**src/rtl/fib_arb_pkg.sv**
```systemverilog
// Shared state type, widths and range helper for the Fibonacci request arbiter.
package fib_arb_pkg;

    localparam int unsigned FIB_N_W   = 5;
    localparam int unsigned FIB_VAL_W = 16;
    localparam int unsigned FIB_MAX_N = 24;

    typedef enum logic [2:0] {
        StIdle,
        StClr,
        StStart,
        StWait,
        StResp
    } fib_state_e;

    // Indices outside 1..FIB_MAX_N never reach the calculator.
    function automatic logic fib_n_in_range(input logic [FIB_N_W-1:0] n);
        return (n != '0) && (32'(n) <= FIB_MAX_N);
    endfunction

endpackage

```
**src/rtl/fib_rr_arbiter.sv**
```systemverilog
// Round-robin requester pick: searches from last_grant+1 with wrap, one-hot result.
module fib_rr_arbiter
    import fib_arb_pkg::*;
#(
    parameter int unsigned NUM_REQ = 4,
    localparam int unsigned ID_W   = $clog2(NUM_REQ)
) (
    input  logic [NUM_REQ-1:0] req,
    input  logic [ID_W-1:0]    last_grant,
    output logic [NUM_REQ-1:0] grant
);

    logic [ID_W-1:0] idx;
    logic            found;

    always_comb begin
        grant = '0;
        idx   = '0;
        found = 1'b0;
        for (int unsigned k = 1; k <= NUM_REQ; k++) begin
            idx = ID_W'((32'(last_grant) + k) % NUM_REQ);
            if (!found && req[idx]) begin
                grant[idx] = 1'b1;
                found      = 1'b1;
            end
        end
    end

endmodule

```
**src/rtl/fib_arbiter.sv**
```systemverilog
// Arbitrates Fibonacci requests onto one external calculator and returns the result.
// Define FIB_ARB_TIMEOUT_EN to add a watchdog on the calculator WAIT phase.
module fib_arbiter
    import fib_arb_pkg::*;
#(
    parameter int unsigned NUM_REQ        = 4,
    parameter int unsigned TIMEOUT_CYCLES = 64,
    localparam int unsigned ID_W          = $clog2(NUM_REQ)
) (
    input  logic                         clk,
    input  logic                         reset_n,
    input  logic [NUM_REQ-1:0]           req_valid,
    input  logic [NUM_REQ*FIB_N_W-1:0]   req_n,
    output logic [NUM_REQ-1:0]           req_ready,
    output logic                         rsp_valid,
    output logic [ID_W-1:0]              rsp_id,
    output logic [FIB_VAL_W-1:0]         rsp_value,
    output logic                         rsp_err,
    input  logic                         rsp_ready,
    output logic [FIB_N_W-1:0]           calc_n,
    output logic                         calc_reset,
    output logic                         calc_begin,
    input  logic                         calc_done,
    input  logic [FIB_VAL_W-1:0]         calc_value,
    output logic                         busy
);

    fib_state_e             state_q, state_d;
    logic [ID_W-1:0]        last_grant_q, last_grant_d;
    logic [ID_W-1:0]        id_q, id_d;
    logic [FIB_N_W-1:0]     n_q, n_d;
    logic [FIB_VAL_W-1:0]   value_q, value_d;
    logic                   err_q, err_d;

    logic [NUM_REQ-1:0]     grant;
    logic [ID_W-1:0]        grant_id;
    logic [FIB_N_W-1:0]     grant_n;

    fib_rr_arbiter #(
        .NUM_REQ (NUM_REQ)
    ) u_rr (
        .req        (req_valid),
        .last_grant (last_grant_q),
        .grant      (grant)
    );

    always_comb begin
        grant_id = '0;
        grant_n  = '0;
        for (int unsigned i = 0; i < NUM_REQ; i++) begin
            if (grant[i]) begin
                grant_id = ID_W'(i);
                grant_n  = req_n[i*FIB_N_W +: FIB_N_W];
            end
        end
    end

`ifdef FIB_ARB_TIMEOUT_EN
    localparam int unsigned CNT_W = $clog2(TIMEOUT_CYCLES + 1);
    logic [CNT_W-1:0] to_cnt_q, to_cnt_d;
    logic             timeout;

    // Fires on the last allowed WAIT cycle so RESP follows exactly TIMEOUT_CYCLES later.
    assign timeout = (32'(to_cnt_q) == TIMEOUT_CYCLES - 1);

    always_ff @(posedge clk) begin
        if (!reset_n) begin
            to_cnt_q <= '0;
        end else begin
            to_cnt_q <= to_cnt_d;
        end
    end
`endif

    always_comb begin
        state_d      = state_q;
        last_grant_d = last_grant_q;
        id_d         = id_q;
        n_d          = n_q;
        value_d      = value_q;
        err_d        = err_q;
`ifdef FIB_ARB_TIMEOUT_EN
        to_cnt_d     = to_cnt_q;
`endif
        unique case (state_q)
            StIdle: begin
                if (grant != '0) begin
                    last_grant_d = grant_id;
                    id_d         = grant_id;
                    n_d          = grant_n;
                    if (fib_n_in_range(grant_n)) begin
                        state_d = StClr;
                    end else begin
                        value_d = '0;
                        err_d   = 1'b1;
                        state_d = StResp;
                    end
                end
            end
            StClr: begin
                state_d = StStart;
            end
            StStart: begin
                state_d = StWait;
`ifdef FIB_ARB_TIMEOUT_EN
                to_cnt_d = '0;
`endif
            end
            StWait: begin
                if (calc_done) begin
                    value_d = calc_value;
                    err_d   = 1'b0;
                    state_d = StResp;
`ifdef FIB_ARB_TIMEOUT_EN
                end else if (timeout) begin
                    value_d = '0;
                    err_d   = 1'b1;
                    state_d = StResp;
                end else begin
                    to_cnt_d = to_cnt_q + 1'b1;
`endif
                end
            end
            StResp: begin
                if (rsp_ready) begin
                    state_d = StIdle;
                end
            end
            default: begin
                state_d = StIdle;
            end
        endcase
    end

    always_ff @(posedge clk) begin
        if (!reset_n) begin
            state_q      <= StIdle;
            last_grant_q <= ID_W'(NUM_REQ - 1);
            id_q         <= '0;
            n_q          <= '0;
            value_q      <= '0;
            err_q        <= '0;
        end else begin
            state_q      <= state_d;
            last_grant_q <= last_grant_d;
            id_q         <= id_d;
            n_q          <= n_d;
            value_q      <= value_d;
            err_q        <= err_d;
        end
    end

    // Grant is combinational, so it is masked while reset is being applied.
    assign req_ready  = (reset_n && state_q == StIdle) ? grant : '0;
    assign rsp_valid  = (state_q == StResp);
    assign rsp_id     = id_q;
    assign rsp_value  = value_q;
    assign rsp_err    = err_q;
    assign calc_n     = (state_q == StStart || state_q == StWait) ? n_q : '0;
    assign calc_reset = (state_q == StClr);
    assign calc_begin = (state_q == StStart);
    assign busy       = (state_q != StIdle);

endmodule

```
**config.mk**
```make
export PLATFORM = sky130hd
export DESIGN_NAME = fib_arbiter
export DESIGN_NICKNAME = d
export VERILOG_FILES = /design/src/rtl/fib_arb_pkg.sv /design/src/rtl/fib_rr_arbiter.sv /design/src/rtl/fib_arbiter.sv
export SDC_FILE = /design/constraint.sdc
export NUM_CORES = 1
export LEC_CHECK = 0
export CAP_MARGIN = 20
export CORE_ASPECT_RATIO = 0.8
export CORE_UTILIZATION = 45
export CTS_BUF_LIST = sky130_fd_sc_hd__clkbuf_8
export DETAILED_ROUTE_END_ITERATION = 12
export PLACE_DENSITY = 0.92
export REMOVE_ABC_BUFFERS = 1
export SETUP_SLACK_MARGIN = 0.1
export SKIP_CTS_REPAIR_TIMING = 1
export SYNTH_ARGS = -nofsm -noshare
export SYNTH_HDL_FRONTEND = slang
export SYNTH_SLANG_ARGS = --single-unit
```
**constraint.sdc**
```tcl
create_clock -name clk -period 4.9 [get_ports clk]
set_clock_uncertainty 0.15 [all_clocks]
set_input_delay 1.225 -clock clk [delete_from_list [all_inputs] [get_ports clk]]
set_output_delay 1.225 -clock clk [all_outputs]
set_load 0.005 [all_outputs]
```
Yosys cells after proc, flatten, opt, wreduce, memory -nomap -nowiden

Index checks and enable logic that the tools add are counted.

Register bits: 29
Input port bits: 44
Output and inout port bits: 32
Logic and storage cells: 96

$add $sub $neg: 4
Order comparisons: 9
Equal/unequal tests: 8
Muxes and demuxes: 45
Bitwise operators: 3
Reductions and logical operators: 21

Operators by type and width:

| operator                                            | count |
|---|---|
| 2-to-1 mux 16 bit                                   | 3 |
| case mux 16 bit (2 select lines)                    | 1 |
| 2-to-1 mux 5 bit                                    | 5 |
| 2-to-1 mux 4 bit                                    | 5 |
| 2-to-1 mux 1 bit                                    | 15 |
| case mux 3 bit (5 select lines)                     | 1 |
| < comparator 2 x 3 -> 1 bit, second input constant  | 4 |
| 2-to-1 mux 3 bit                                    | 4 |
| bitwise OR 4 bit                                    | 3 |
| logical AND 1 bit                                   | 9 |
| binary-select mux 1 bit (select 2 bit)              | 4 |
| demux 1 bit (select 2 bit)                          | 4 |
| >= comparator 2 x 1 -> 1 bit, second input constant | 4 |
| == test 3 x 2 -> 1 bit, second input constant       | 2 |
| inequality test 2 bit, second input constant        | 3 |
| <= comparator 5 bit, second input constant          | 1 |
| nonzero test 5 bit                                  | 1 |
| adder 2 x 1 -> 2 bit, second input constant         | 2 |
| adder 2 bit, second input constant                  | 2 |
| 2-to-1 mux 2 bit                                    | 2 |
| AND reduction 4 bit                                 | 1 |
| nonzero test 4 bit                                  | 1 |
| == test 3 x 1 -> 1 bit, second input constant       | 1 |
| == test 3 bit, second input constant                | 1 |
| other kinds (9)                                     | 11 |

Depth between registers and ports, before layout

Gate-level depths: netlist (run 1).

Depth in word-level cells: 22
Depth in mapped cells: 16
Depth with buffers taken out: 11

Cells and area by module

From an unflattened synthesis (run 1), not the netlist that was laid out.

Cells, all modules: 238
Area total of the unflattened synthesis: 2049.5 µm²

Modules (own cells, without submodules):

| module         | times used | cells an instance | area each (µm²) | sequential area each (µm²) |
|---|---|---|---|---|
| fib_arbiter    | 1          | 200               | 1691.6          | 580.6 |
| fib_rr_arbiter | 1          | 38                | 357.8           | 0.0 |

Worst setup path before layout (run 1)

No wires, ideal clock.

Path type: input -> register
From: in req_valid[0]
To: reg value_q[0], in the netlist rsp_value[0]
Library setup time: 0.115 ns
Data arrival time: 3.885 ns
Data required time: 4.635 ns
Slack: 0.750 ns
Stages: 10
Path through: mux4_2 -> o311a_1 -> or2_1 -> buf_6 -> a221oi_2 -> o211ai_1 -> a221oi_4 -> mux2i_4 -> buf_6 -> o21ai_2

Word-level cells in the longest chain between the ends: 20

Ends and longest elaborated chain:

| element                                                          | RTL line             | RTL |
|---|---|---|
| start, declared                                                  | fib_arbiter.sv:12    | `input logic [NUM_REQ-1:0] req_valid,` |
| binary-select mux 1 bit (select 2 bit)                           | fib_rr_arbiter.sv:22 | `if (!found && req[idx]) begin` |
| 2-to-1 mux 1 bit (implied by the code)                           | fib_rr_arbiter.sv:22 |  |
| 2-to-1 mux 1 bit                                                 | fib_rr_arbiter.sv:22 |  |
| logical NOT 1 bit                                                | fib_rr_arbiter.sv:22 |  |
| logical AND 1 bit                                                | fib_rr_arbiter.sv:22 |  |
| 2-to-1 mux 1 bit                                                 | fib_rr_arbiter.sv:22 |  |
| logical NOT 1 bit                                                | fib_rr_arbiter.sv:22 |  |
| logical AND 1 bit                                                | fib_rr_arbiter.sv:22 |  |
| 2-to-1 mux 1 bit                                                 | fib_rr_arbiter.sv:22 |  |
| logical NOT 1 bit                                                | fib_rr_arbiter.sv:22 |  |
| logical AND 1 bit                                                | fib_rr_arbiter.sv:22 |  |
| 2-to-1 mux 4 bit *                                               | fib_rr_arbiter.sv:22 |  |
| 2-to-1 mux 5 bit (4 in a row)                                    | fib_arbiter.sv:51    | `if (grant[i]) begin` |
| <= comparator 5 bit / nonzero test 5 bit (equally long branches) | fib_arb_pkg.sv:18    | `return (n != '0) && (32'(n) <= FIB_MAX_N);` |
| logical AND 1 bit                                                | fib_arb_pkg.sv:18    |  |
| inequality test 2 bit (no source line)                           | n/a                  |  |
| AND reduction 4 bit (no source line) *                           | n/a                  |  |
| end signal, assigned                                             | fib_arbiter.sv:148   | `value_q <= value_d;` |
| end, declared                                                    | fib_arbiter.sv:32    | `logic [FIB_VAL_W-1:0] value_q, value_d;` |

Mark *: on every way between the ends. The rest lies on a longest branch, timed or not. The select of a mux whose other input is x is not followed.
A chain may end at the register's enable or synchronous reset.

Worst setup path after layout (run 1)

From: in req_valid[0]
To: out req_ready[0]

Word-level cells in the longest chain between the ends: 13

Ends and longest elaborated chain:

| element                                | RTL line             | RTL |
|---|---|---|
| binary-select mux 1 bit (select 2 bit) | fib_rr_arbiter.sv:22 |  |
| 2-to-1 mux 1 bit (implied by the code) | fib_rr_arbiter.sv:22 |  |
| 2-to-1 mux 1 bit                       | fib_rr_arbiter.sv:22 |  |
| logical NOT 1 bit                      | fib_rr_arbiter.sv:22 |  |
| logical AND 1 bit                      | fib_rr_arbiter.sv:22 |  |
| 2-to-1 mux 1 bit                       | fib_rr_arbiter.sv:22 |  |
| logical NOT 1 bit                      | fib_rr_arbiter.sv:22 |  |
| logical AND 1 bit                      | fib_rr_arbiter.sv:22 |  |
| 2-to-1 mux 1 bit                       | fib_rr_arbiter.sv:22 |  |
| logical NOT 1 bit                      | fib_rr_arbiter.sv:22 |  |
| logical AND 1 bit                      | fib_rr_arbiter.sv:22 |  |
| 2-to-1 mux 4 bit *                     | fib_rr_arbiter.sv:22 |  |
| 2-to-1 mux 4 bit *                     | fib_arbiter.sv:154   | `assign req_ready = (reset_n && state_q == StIdle) ? grant : '0;` |
| end, declared                          | fib_arbiter.sv:14    | `output logic [NUM_REQ-1:0] req_ready,` |

Marked as above.

==> results.md, run 1 <==
* Slew HR at a little under three fifths
* Detailed placer's ending HPWL at 4.09 mm
* End of the worst register-to-register path: rsp_value[4]
* CTS sink count at 29
* Status: completed
* Placement Cell Area at 0.00271 mm2
* Reg2Reg Depth at 13
* CP Class: input pin to primary output
* H-tree lvl count at 2
* DRT Pass-1 Iters at 5
* Die X at 74.3 um
* Number of enable flip-flop cells after synthesis at 0
* TritonCTS clock tree: built
* Cell row count at 20
* Setup violators final at 0
* Prevailing post-synth register cell: dfxtp_1
* Post-route cell area at ~0.0028 mm2
* Vias in the first global route at ~1800
* Largest net degree at the start of global routing at 26
* HP Class: flop to flop
* Final worst slack at roughly 310 ps
* Crit-path cells: dlymetal6s2s_1 -> mux4_2 -> nand3b_1 -> a221oi_2 -> buf_4 -> and2_1 -> clkdlybuf4s50_1
* Core Box Area at 0.00390 mm2
* Crit path buf inv count at 3
* Number of synthesis warnings at 0
* PwrDens at about 530 mW/mm2
* Critical path data required time at around 3500 ps
* Min Tclk post-route at 4590 ps
* Total congestion overflow at 0
* Critical Path AT at roughly 3200 ps
* Pre-CTS setup slack at -19.8 ps
* Drt total wl at ~5.3 mm
* Post-DRT Antenna Nets at 0
* Syn_area_per_cell at 8.35 um2
* Worst r2r src: last_grant_q[0]
* Final Hold Fails at 0
* Chip height at approximately 60 um
* Worst Setup End Kind: primary output
* Top Ports at 76
* Asr flop ratio synth at 0%
* CP max FO at 6
* Residual DRC at 0
* CP startpoint kind: input pin
* Cell area after synthesis at 0.00188 mm2
* Root buf cell: clkbuf_8
* Register area share after synthesis at between 30 and 40%
* F_max at between 200 and 250 MHz
* Yosys cell types at 46
* Initial Util at between 40 and 50%
* Crit share post-route at around 94%
* Hold depth at 2
* Leakage at about 1.1 nW
* Initial antenna violation count at 0
* Num CTS Buffers at 5
* Routed vias/inst at about 5.6
* RSZ-0062 raised after global routing: no
* IO Port Bufs at 75
* Clock latency at the later pin of the worst-skew pair at roughly 280 ps
* Ant. Diodes at 0
* Synthesized flop and latch total at 29
* Slowest-stage cell, CP: mux4_2
* Clock Path Buffers at 2
* Max Cap Viol at 0
* Area delta synth->final at 50.3%
* Max-slew violation count at 0
* Hold Path Origin: rsp_value[2]
* Max VDD drop at approximately 300 uV
* WL/cell at between 10 and 15 um
* Worst slew pin tran at around 670 ps
* Share of cells above drive strength 1 at 12.5%
* Via count at between 1500 and 2000
* Mapped Cells at approximately 230
* Die Area at around 0.0044 mm2
* CP top delay family: buffers and inverters
* FF-to-FF setup slack at approximately 930 ps
* Clock slew at reported path FFs at 60 ps
* First-pass GRT wire length at roughly 8.4 mm
* Final setup TNS at 0 ps
* Layout Nets at around 360
* Max incr delay on CP at between 500 and 600 ps
* GRT Overall Usage at between 20% and 30%
* Global placer's final weighted congestion at a little under 1
* Hold Path End: rsp_value[2]
* Iteration-0 DRC Markers at about 110
-- how the worst max path moves through the flow --
| stage | endpoint | from | cells past startpoint |
|---|---|---|---|
| after floorplan | rsp_value[1] | req_valid[0] | 8 |
| after global placement | req_ready[0] | req_valid[0] | 7 |
| after detailed placement | req_ready[0] | req_valid[0] | 7 |
| after CTS | req_ready[0] | req_valid[0] | 7 |
| after global routing | req_ready[0] | req_valid[0] | 7 |
| final | req_ready[0] | req_valid[0] | 7 |
-- through the flow --
stage / hold WS [ps] / util (%) / cells / total power, mW
global placement: 297 / 69.3 / 351 / 1.24
floorplan: 302 / - / 210 / 0.912
detailed placement: 302 / 69.3 / 351 / 1.26
global route: 341 / 72.3 / 359 / 1.61
finish: 314 / 72.3 / 359 / 1.50
CTS: 319 / 71.9 / 359 / 1.48
-- worst register-to-register path, stage by stage, from the launching register on --
cell and delay [ps]:
dfxtp_1 310, buf_4 190, inv_1 120, ha_1 340, mux4_2 370, buf_4 170
o311a_1 380, or2_1 350, a221oi_2 330, o211ai_1 200, a221oi_4 360, mux2i_4 310
buf_12 180, o21ai_1 90
-- area by class of cell --
class,instances,area (um2)
clock buffer,7,96.3
timing repair buffer,86,856
inverter,8,30.0
tap,55,68.8
clock inverter,1,5.00
fill,293,1080
multi-input combinational,173,1190
sequential,29,581
-- flip-flops by register name (all words and copies together) (netlist names) --
register,count
state_q,3
rsp_id,2
rsp_err,1
last_grant_q,2
n_q,5
rsp_value,16
-- layer usage --
layer | vias to the layer above | global-route usage [%] | share of wire [%]
met5 | - | 0 | 0
met4 | 0 | 11.9 | 2.3
met3 | 14 | 4.89 | 8.6
met2 | 107 | 36.6 | 44
met1 | 904 | 36.2 | 45
li1 | 969 | - | -
-- layout by cell type (no fill, tap or decap), types with 5 or more instances in the layout --
cell / instances
clkdlybuf4s50_1: 71
dfxtp_1: 29
nor2_1: 24
nand2_1: 24
nand3_1: 21
o21ai_2: 10
o21ai_1: 10
buf_4: 10
inv_1: 8
and2_1: 8
ha_1: 8
clkbuf_8: 7
mux2i_1: 6
a21oi_1: 6
nor3b_1: 5
-- kinds of logic after synthesis --
| kind of cell | count (synthesis) | share of synthesized area (%) |
|---|---|---|
| AOI/OAI and AO/OA | 55 | 22.2 |
| adders and majority gates | 8 | 5.33 |
| buffers and inverters | 23 | 6.26 |
| DFF | 29 | 30.9 |
| muxes | 12 | 9.79 |
| and+or+nand+nor | 98 | 25.5 |
-- synth_stat cells (2+ instances only) --
cell type,count,area [um2]
a22oi_1,3,22.5
nor2_1,24,90.1
and3_1,3,18.8
or2b_1,2,15.0
o21ai_0,4,20.0
nand2_1,24,90.1
inv_1,8,30.0
a221oi_1,3,26.3
o21ai_2,10,87.6
nor3_1,2,10.0
clkbuf_1,10,37.5
buf_6,4,45.0
nor3b_1,5,37.5
o21ai_1,10,50.1
a211oi_1,4,30.0
mux4_2,4,90.1
nand3_1,21,105
a21oi_1,6,30.0
o22ai_1,2,12.5
ha_1,8,100
dfxtp_1,29,581
nor2b_1,2,12.5
nand3b_1,2,15.0
mux2i_1,6,60.1
and2_1,8,50.1
-- where the power goes --
part / switching (mW) / internal, mW / total (mW)
combinational: 0.513 / 0.451 / 0.964
sequential: 0.0343 / 0.281 / 0.316
clock: 0.0906 / 0.127 / 0.217
Power figures use the tool's default switching activity.
==> run 2, diff against run 1 <==
--- a/config.mk
+++ b/config.mk
@@ -5,12 +5,14 @@
 export SDC_FILE = /design/constraint.sdc
 export NUM_CORES = 1
 export LEC_CHECK = 0
+export ABC_AREA = 1
 export CAP_MARGIN = 20
 export CORE_ASPECT_RATIO = 0.8
+export CORE_MARGIN = 2
 export CORE_UTILIZATION = 45
 export CTS_BUF_LIST = sky130_fd_sc_hd__clkbuf_8
 export DETAILED_ROUTE_END_ITERATION = 12
-export PLACE_DENSITY = 0.92
+export PLACE_DENSITY = 0.91
 export REMOVE_ABC_BUFFERS = 1
 export SETUP_SLACK_MARGIN = 0.1
 export SKIP_CTS_REPAIR_TIMING = 1
==> run 2 against run 1 <==
Effect of this change:
- count of clock-buffer cells in the layout fell by 2
- synthesized area increased by 3.9%
- maximum frequency rose by 0.34%
- die area rose by 10%
- sequential power increased by 3%
- register-to-register slack better by 350 ps
- largest cell class unchanged
- global-route usage shrank 1.6 points
- worst setup slack improved by 16 ps
- non-clock buffer count down 8
- sequential cell count stayed put
- via count grew 16%
==> results.md, run 2 <==
* Status: completed
* Worst slew pin tran at 496 ps
* F_max at 218 MHz
* Share of cells above drive strength 1 at ~7.3%
* Top-count cell post-synth: nand2_1
* Setup violators final at 0
* Yosys top cell by area: dfxtp_1
* Slew HR at around 67%
* Synth cell count leaders: nand2_1 (90), nand3_1 (45), inv_1 (41)
* Yosys cell types at 25
* DRT Pass-1 Iters at 4
* H-tree lvl count at 2
* Sequential power share at a little under a fifth
* Top post-synthesis cells by area: dfxtp_1 (30%), nand2_1 (17%), nand3_1 (12%)
* Max VDD drop at approximately 300 uV
* Number of enable flip-flop cells after synthesis at 0
* Max incr delay on CP at around 500 ps
* Min Tclk post-route at approximately 4600 ps
* Cell row count at 21
* Net Switching at roughly 0.94 mW
* Ant. Diodes at 0
* Xor/xnor cell area share of the yosys netlist at 0%
* CP top delay family: buffers and inverters
* Clock power frac at around a tenth
* Final Hold Fails at 0
* Crit path buf inv count at 3
* Detailed placer's ending HPWL at approximately 4.3 mm
* WL/cell at about 12 um
* Synthesized flop and latch total at 29
* Final setup TNS at 0 ps
* TritonCTS clock tree: built
* Final Non-Filler Cells at between 400 and 500
* Met3 WL at around 340 um
* CP startpoint kind: input pin
* IO Port Bufs at 75
* Most frequent cells in the layout: nand2_1 (90), clkdlybuf4s50_1 (75), nand3_1 (45), inv_1 (44), nor2_1 (33)
* Initial Util at between 40% and 50%
* Worst Hold Slack at 313 ps
* Routed vias/inst at 5.09
* Comb power frac at between 70% and 80%
* Mapped Cells at between 300 and 400
* Clock slew at reported path FFs at ~60 ps
* Cell area after synthesis at between 0.0015 and 0.002 mm2
* Crit-path cells: clkdlybuf4s50_1 -> nand2_1 -> nand3_4 -> nand2_4 -> nand2_2 -> nor2_4 -> nand2_1 -> inv_1 -> nor2_1 -> nor2_1 -> clkdlybuf4s50_1
* Post-DRT Antenna Nets at 0
* Register area share after synthesis at slightly below 30%
* Worst Setup End Kind: primary output
* Total congestion overflow at 0
* Top Ports at 76
* CP Class: input pin to primary output
* Crit share post-route at ~93%
* CP max FO at 6
* Share of the synthesized area in the top cell type at roughly 30%
* Num CTS Buffers at 5
* Placement Cell Area at between 0.002 and 0.003 mm2
* Power, Total at between 1.5 and 2 mW
* Post-synthesis simple-gate area fraction at 43.9%
* Mux cell area share after synthesis at 0%
* Area delta synth->final at 45.7%
* Area of the multi-input gates at 0.00117 mm2
* Largest net degree at the start of global routing at 25
* Max Cap Viol at 0
* Max-slew violation count at 0
* Layout Nets at around 450
* PwrDens at 619 mW/mm2
* HP Class: flop to flop
* Global placer's final weighted congestion at about 0.92
* Iteration-0 DRC Markers at ~160
* Cell-internal power at roughly 0.82 mW
* Syn_area_per_cell at roughly 6.2 um2
* Post-route cell area at roughly 0.0028 mm2
* Asr flop ratio synth at 0%
* Via count at between 2000 and 2500
* Core Box Area at about 0.0042 mm2
* Critical path data required time at 3520 ps
* CTS sink count at 29
* Slowest-stage cell, CP: clkdlybuf4s50_1
* Chip height at between 60 and 70 um
* Register area at 581 um2
* Root buf cell: clkbuf_8
* Number of synthesis warnings at 0
* Die X at 77.7 um
* Residual DRC at 0
* RSZ-0062 raised after global routing: no
* Drt total wl at 5.61 mm
* Filler cell count at between 300 and 400
* Met2 Wirelength at 2.85 mm
* Max Used Layer: met4
* Metal-1 WL at approximately 2.3 mm
* Clock Path Buffers at 2
* Switching part of the total power at 53.6%
* Leakage at around 1.3 nW
* Vias in the first global route at 2213
* Critical Path AT at 3200 ps
* Prevailing post-synth register cell: dfxtp_1
* Initial antenna violation count at 0
* Placed insts at around 450
* Max reg flops at 16
* Most common cell after layout, fill and taps aside: nand2_1
* Clock latency at the later pin of the worst-skew pair at approximately 280 ps
* GRT Overall Usage at roughly a quarter
* First-pass GRT wire length at roughly 9.5 mm
* Die Area at between 0.004 and 0.005 mm2
* Post-synthesis adder-cell area fraction at 5.12%
* Main combinational cell family by area after synthesis: simple AND/OR/NAND/NOR gates
* Compound-gate portion of the synthesized area at a little over a tenth
## run 2: changes by cell type after synthesis, sizes merged, moves of 4 or more
cell	before	now
a211oi	5	0
a21oi	6	31
a221oi	5	0
and2	8	0
clkbuf	10	4
inv	8	45
mux2i	7	0
mux4	4	0
nand2	24	96
nand3	21	50
nor2	24	36
nor3b	5	0
o21ai	24	6
## run 2: cell families (layout without fill, tap and decap cells)
group | count (synthesis) | count (layout)
simple gates | 188 | 188
fa+ha+maj | 8 | 8
compound gates | 41 | 41
flops | 29 | 29
buf+inv | 51 | 131
## run 2: power by group through the flow
stage	Sequential, mW	Clock, mW	Combinational [mW]
finish	0.326	0.180	1.26
global route	0.334	0.197	1.41
CTS	0.326	0.180	1.25
detailed placement	0.330	0	1.24
global placement	0.328	0	1.20
floorplan	0.324	0	0.875
## run 2: worst paths after layout
kind	from	end	slack, ps	cells after the start
max	req_valid[2]	req_ready[2]	320	11
min	rsp_err	rsp_err	310	2
max reg2reg	last_grant_q[0]	rsp_value[13]	1280	21
min reg2reg	rsp_err	rsp_err	310	2
## run 2: worst min-delay path, stage by stage, from the launching register on
cell	delay, ps
dfxtp_1	300
nand2_1	60
a21oi_1	50
## run 2: through the flow
stage	util [%]	setup WS, ps
after floorplan	-	1350
after detailed placement	66.2	325
final	68.1	321
after global placement	66.2	392
after CTS	68.1	321
after global routing	68.1	106
## run 2: routing by layer
| layer | vias to the layer above | track usage, % |
|---|---|---|
| met5 | - | 0 |
| met3 | 12 | 5.35 |
| met2 | 65 | 40.7 |
| li1 | 1166 | - |
| met4 | 0 | 10.7 |
| met1 | 1068 | 28.0 |
## run 2: layout make-up
type                    count  share of cell area (%)
clock buffers               5                    2.42
clock inverters             3                   0.396
inverters                  45                    5.93
multi-input cells         237                    41.2
flip-flops and latches     29                    20.4
well taps                  57                    2.51
repair buffers             78                    27.2
==> run 3, diff against run 2 <==
--- a/config.mk
+++ b/config.mk
@@ -15,7 +15,6 @@
 export PLACE_DENSITY = 0.91
 export REMOVE_ABC_BUFFERS = 1
 export SETUP_SLACK_MARGIN = 0.1
-export SKIP_CTS_REPAIR_TIMING = 1
 export SYNTH_ARGS = -nofsm -noshare
 export SYNTH_HDL_FRONTEND = slang
 export SYNTH_SLANG_ARGS = --single-unit
==> constraint.sdc (replaced) <==
create_clock -name clk -period 4.6 [get_ports clk]
set_clock_uncertainty 0.15 [all_clocks]
set_input_delay 1.15 -clock clk [delete_from_list [all_inputs] [get_ports clk]]
set_output_delay 1.15 -clock clk [all_outputs]
set_load 0.005 [all_outputs]
==> run 3 against run 2 <==
Effect of this change:
- count of clock-buffer cells in the layout increased by 1
- sequential power increased by 7.1%
- sequential share of layout area decreased by 0.12 points
- wire length increased by 4.2%
- critical path depth unchanged
- register-to-register slack got worse by 360 ps
- global-route usage increased by 0.67 points
- worst setup slack got worse by 67 ps
- design area increased by 0.57%
- hold slack got worse by 2.1 ps
- critical path type unchanged
- critical endpoint is now req_ready[0]
==> results.md, run 3 (synthesis gave the netlist of run 2 again) <==
* Worst slew pin tran at around 560 ps
* Area delta synth->final at 46.6%
* Largest net degree at the start of global routing at 25
* FF-to-FF setup slack at ~900 ps
* Slew HR at 62.7%
* H-tree lvl count at 2
* CTS sink count at 29
* Die X at roughly 78 um
* Share of cells above drive strength 1 at a little over 8%
* First-pass GRT wire length at between 9 and 10 mm
* Filler cell count at ~360
* Clock latency at the later pin of the worst-skew pair at 270 ps
* DRT Pass-1 Iters at 4
* Max reg flops at 16
* Clock slew at reported path FFs at 60 ps
* Initial antenna violation count at 0
* Setup violators final at 0
* CP startpoint kind: input pin
* Max-slew violation count at 0
* Leakage at about 1.3 nW
* Post-CTS sizing at 0
* Core Box Area at approximately 0.0042 mm2
* Ant. Diodes at 0
* Placed insts at 447
* WL/cell at about 13 um
* Detailed placer's ending HPWL at 4.40 mm
* Final worst slack at between 200 and 300 ps
* Critical path data required time at around 3300 ps
* CTS Hold Buffers Added at 0
* Vias in the first global route at approximately 2100
* Clock Path Buffers at 2
* CP max FO at 6
* Die Area at 0.00489 mm2
* Crit share post-route at between 90% and 100%
* Global placer's final weighted congestion at around 0.84
* Via count at roughly 2300
* RSZ-0062 raised after global routing: no
* IO Port Bufs at 75
* Num CTS Buffers at 5
* Top Ports at 76
* Most frequent cells in the layout: nand2_1 (89), clkdlybuf4s50_1 (75), nand3_1 (45), inv_1 (42), nor2_1 (33)
* Worst Setup End Kind: primary output
* Final Util at 68.5%
* Layout Nets at ~450
* Power, Total at about 1.9 mW
* GRT Overall Usage at around a quarter
* Critical Path AT at around 3100 ps
* Chip height at between 60 and 70 um
* Routed vias/inst at between 5 and 6
* Residual DRC at 0
* Status: completed
* Initial Util at between 40% and 50%
* HP Class: flop to flop
* TritonCTS clock tree: built
* Post-CTS Setup Inserts at 0
* Iteration-0 DRC Markers at 150
* Min Tclk post-route at between 4000 and 5000 ps
* Total congestion overflow at 0
* CP Class: input pin to primary output
* Root buf cell: clkbuf_8
* Max VDD drop at roughly 330 uV
* F_max at between 200 and 250 MHz
* Drt total wl at slightly below 6 mm
* PwrDens at ~670 mW/mm2
* Max Cap Viol at 0
* Final Non-Filler Cells at around 450
* Pre-CTS setup slack at 250 ps
* Final setup TNS at 0 ps
* Most common cell after layout, fill and taps aside: nand2_1
* Cell row count at 21
* Final Hold Fails at 0
* Post-DRT Antenna Nets at 0
[run 3: cell types whose count changed in the layout (fill, tap and decap cells not counted), sizes merged]
| cell | change |
|---|---|
| buf | +1 |
| inv | -2 |
| clkbuf | +1 |
[run 3: metrics by stage]
step	hold slack [ps]	area [um2]
after floorplan	307	1920
after global placement	298	2770
after detailed placement	302	2770
after CTS	311	2860
after global routing	325	2860
final	311	2860
[run 3: critical path, cell delays in order]
cell             delay (ps)
clkdlybuf4s50_1         430
nand2_1                 130
nand3_2                 160
nand2_4                 120
nand2_2                  80
nor2_4                  140
nand2_1                 100
nand3_2                 130
nand2_1                  70
inv_1                    50
clkdlybuf4s50_1         480
[run 3: path summary, 6_finish.rpt]
check | startpoint | to | cells past startpoint
setup / recovery | req_valid[0] | req_ready[0] | 11
hold / removal | rsp_value[1] | rsp_value[1] | 2
setup reg to reg | last_grant_q[0] | rsp_value[3] | 21
hold reg to reg | rsp_value[1] | rsp_value[1] | 2
[run 3: power by group]
| group | leakage (nW) | internal (mW) | total [mW] | switching (mW) |
|---|---|---|---|---|
| sequential | 0.236 | 0.306 | 0.349 | 0.0433 |
| combinational | 1.04 | 0.473 | 1.36 | 0.883 |
| clock | 0.0485 | 0.116 | 0.205 | 0.0890 |
| total | 1.32 | 0.895 | 1.91 | 1.02 |
[run 3: metal layers]
| layer | part of all wire [%] | wire length, um | track usage (%) | vias up |
|---|---|---|---|---|
| met4 | 1.8 | 106 | 8.26 | 0 |
| met5 | 0 | 0 | 0 | - |
| met3 | 4.8 | 283 | 4.34 | 10 |
| li1 | - | - | - | 1169 |
| met2 | 51 | 2970 | 42.7 | 69 |
| met1 | 42 | 2480 | 30.0 | 1060 |
[run 3: cell type report]
cell class / count / area [um2] / share of cell area, %
clock buffer: 6 / 82.6 / 2.88
clock inverter: 1 / 3.75 / 0.131
inverter: 45 / 169 / 5.90
multi-input combinational: 237 / 1170 / 41.0
sequential: 29 / 581 / 20.3
tap: 57 / 71.3 / 2.49
timing repair buffer: 79 / 781 / 27.3
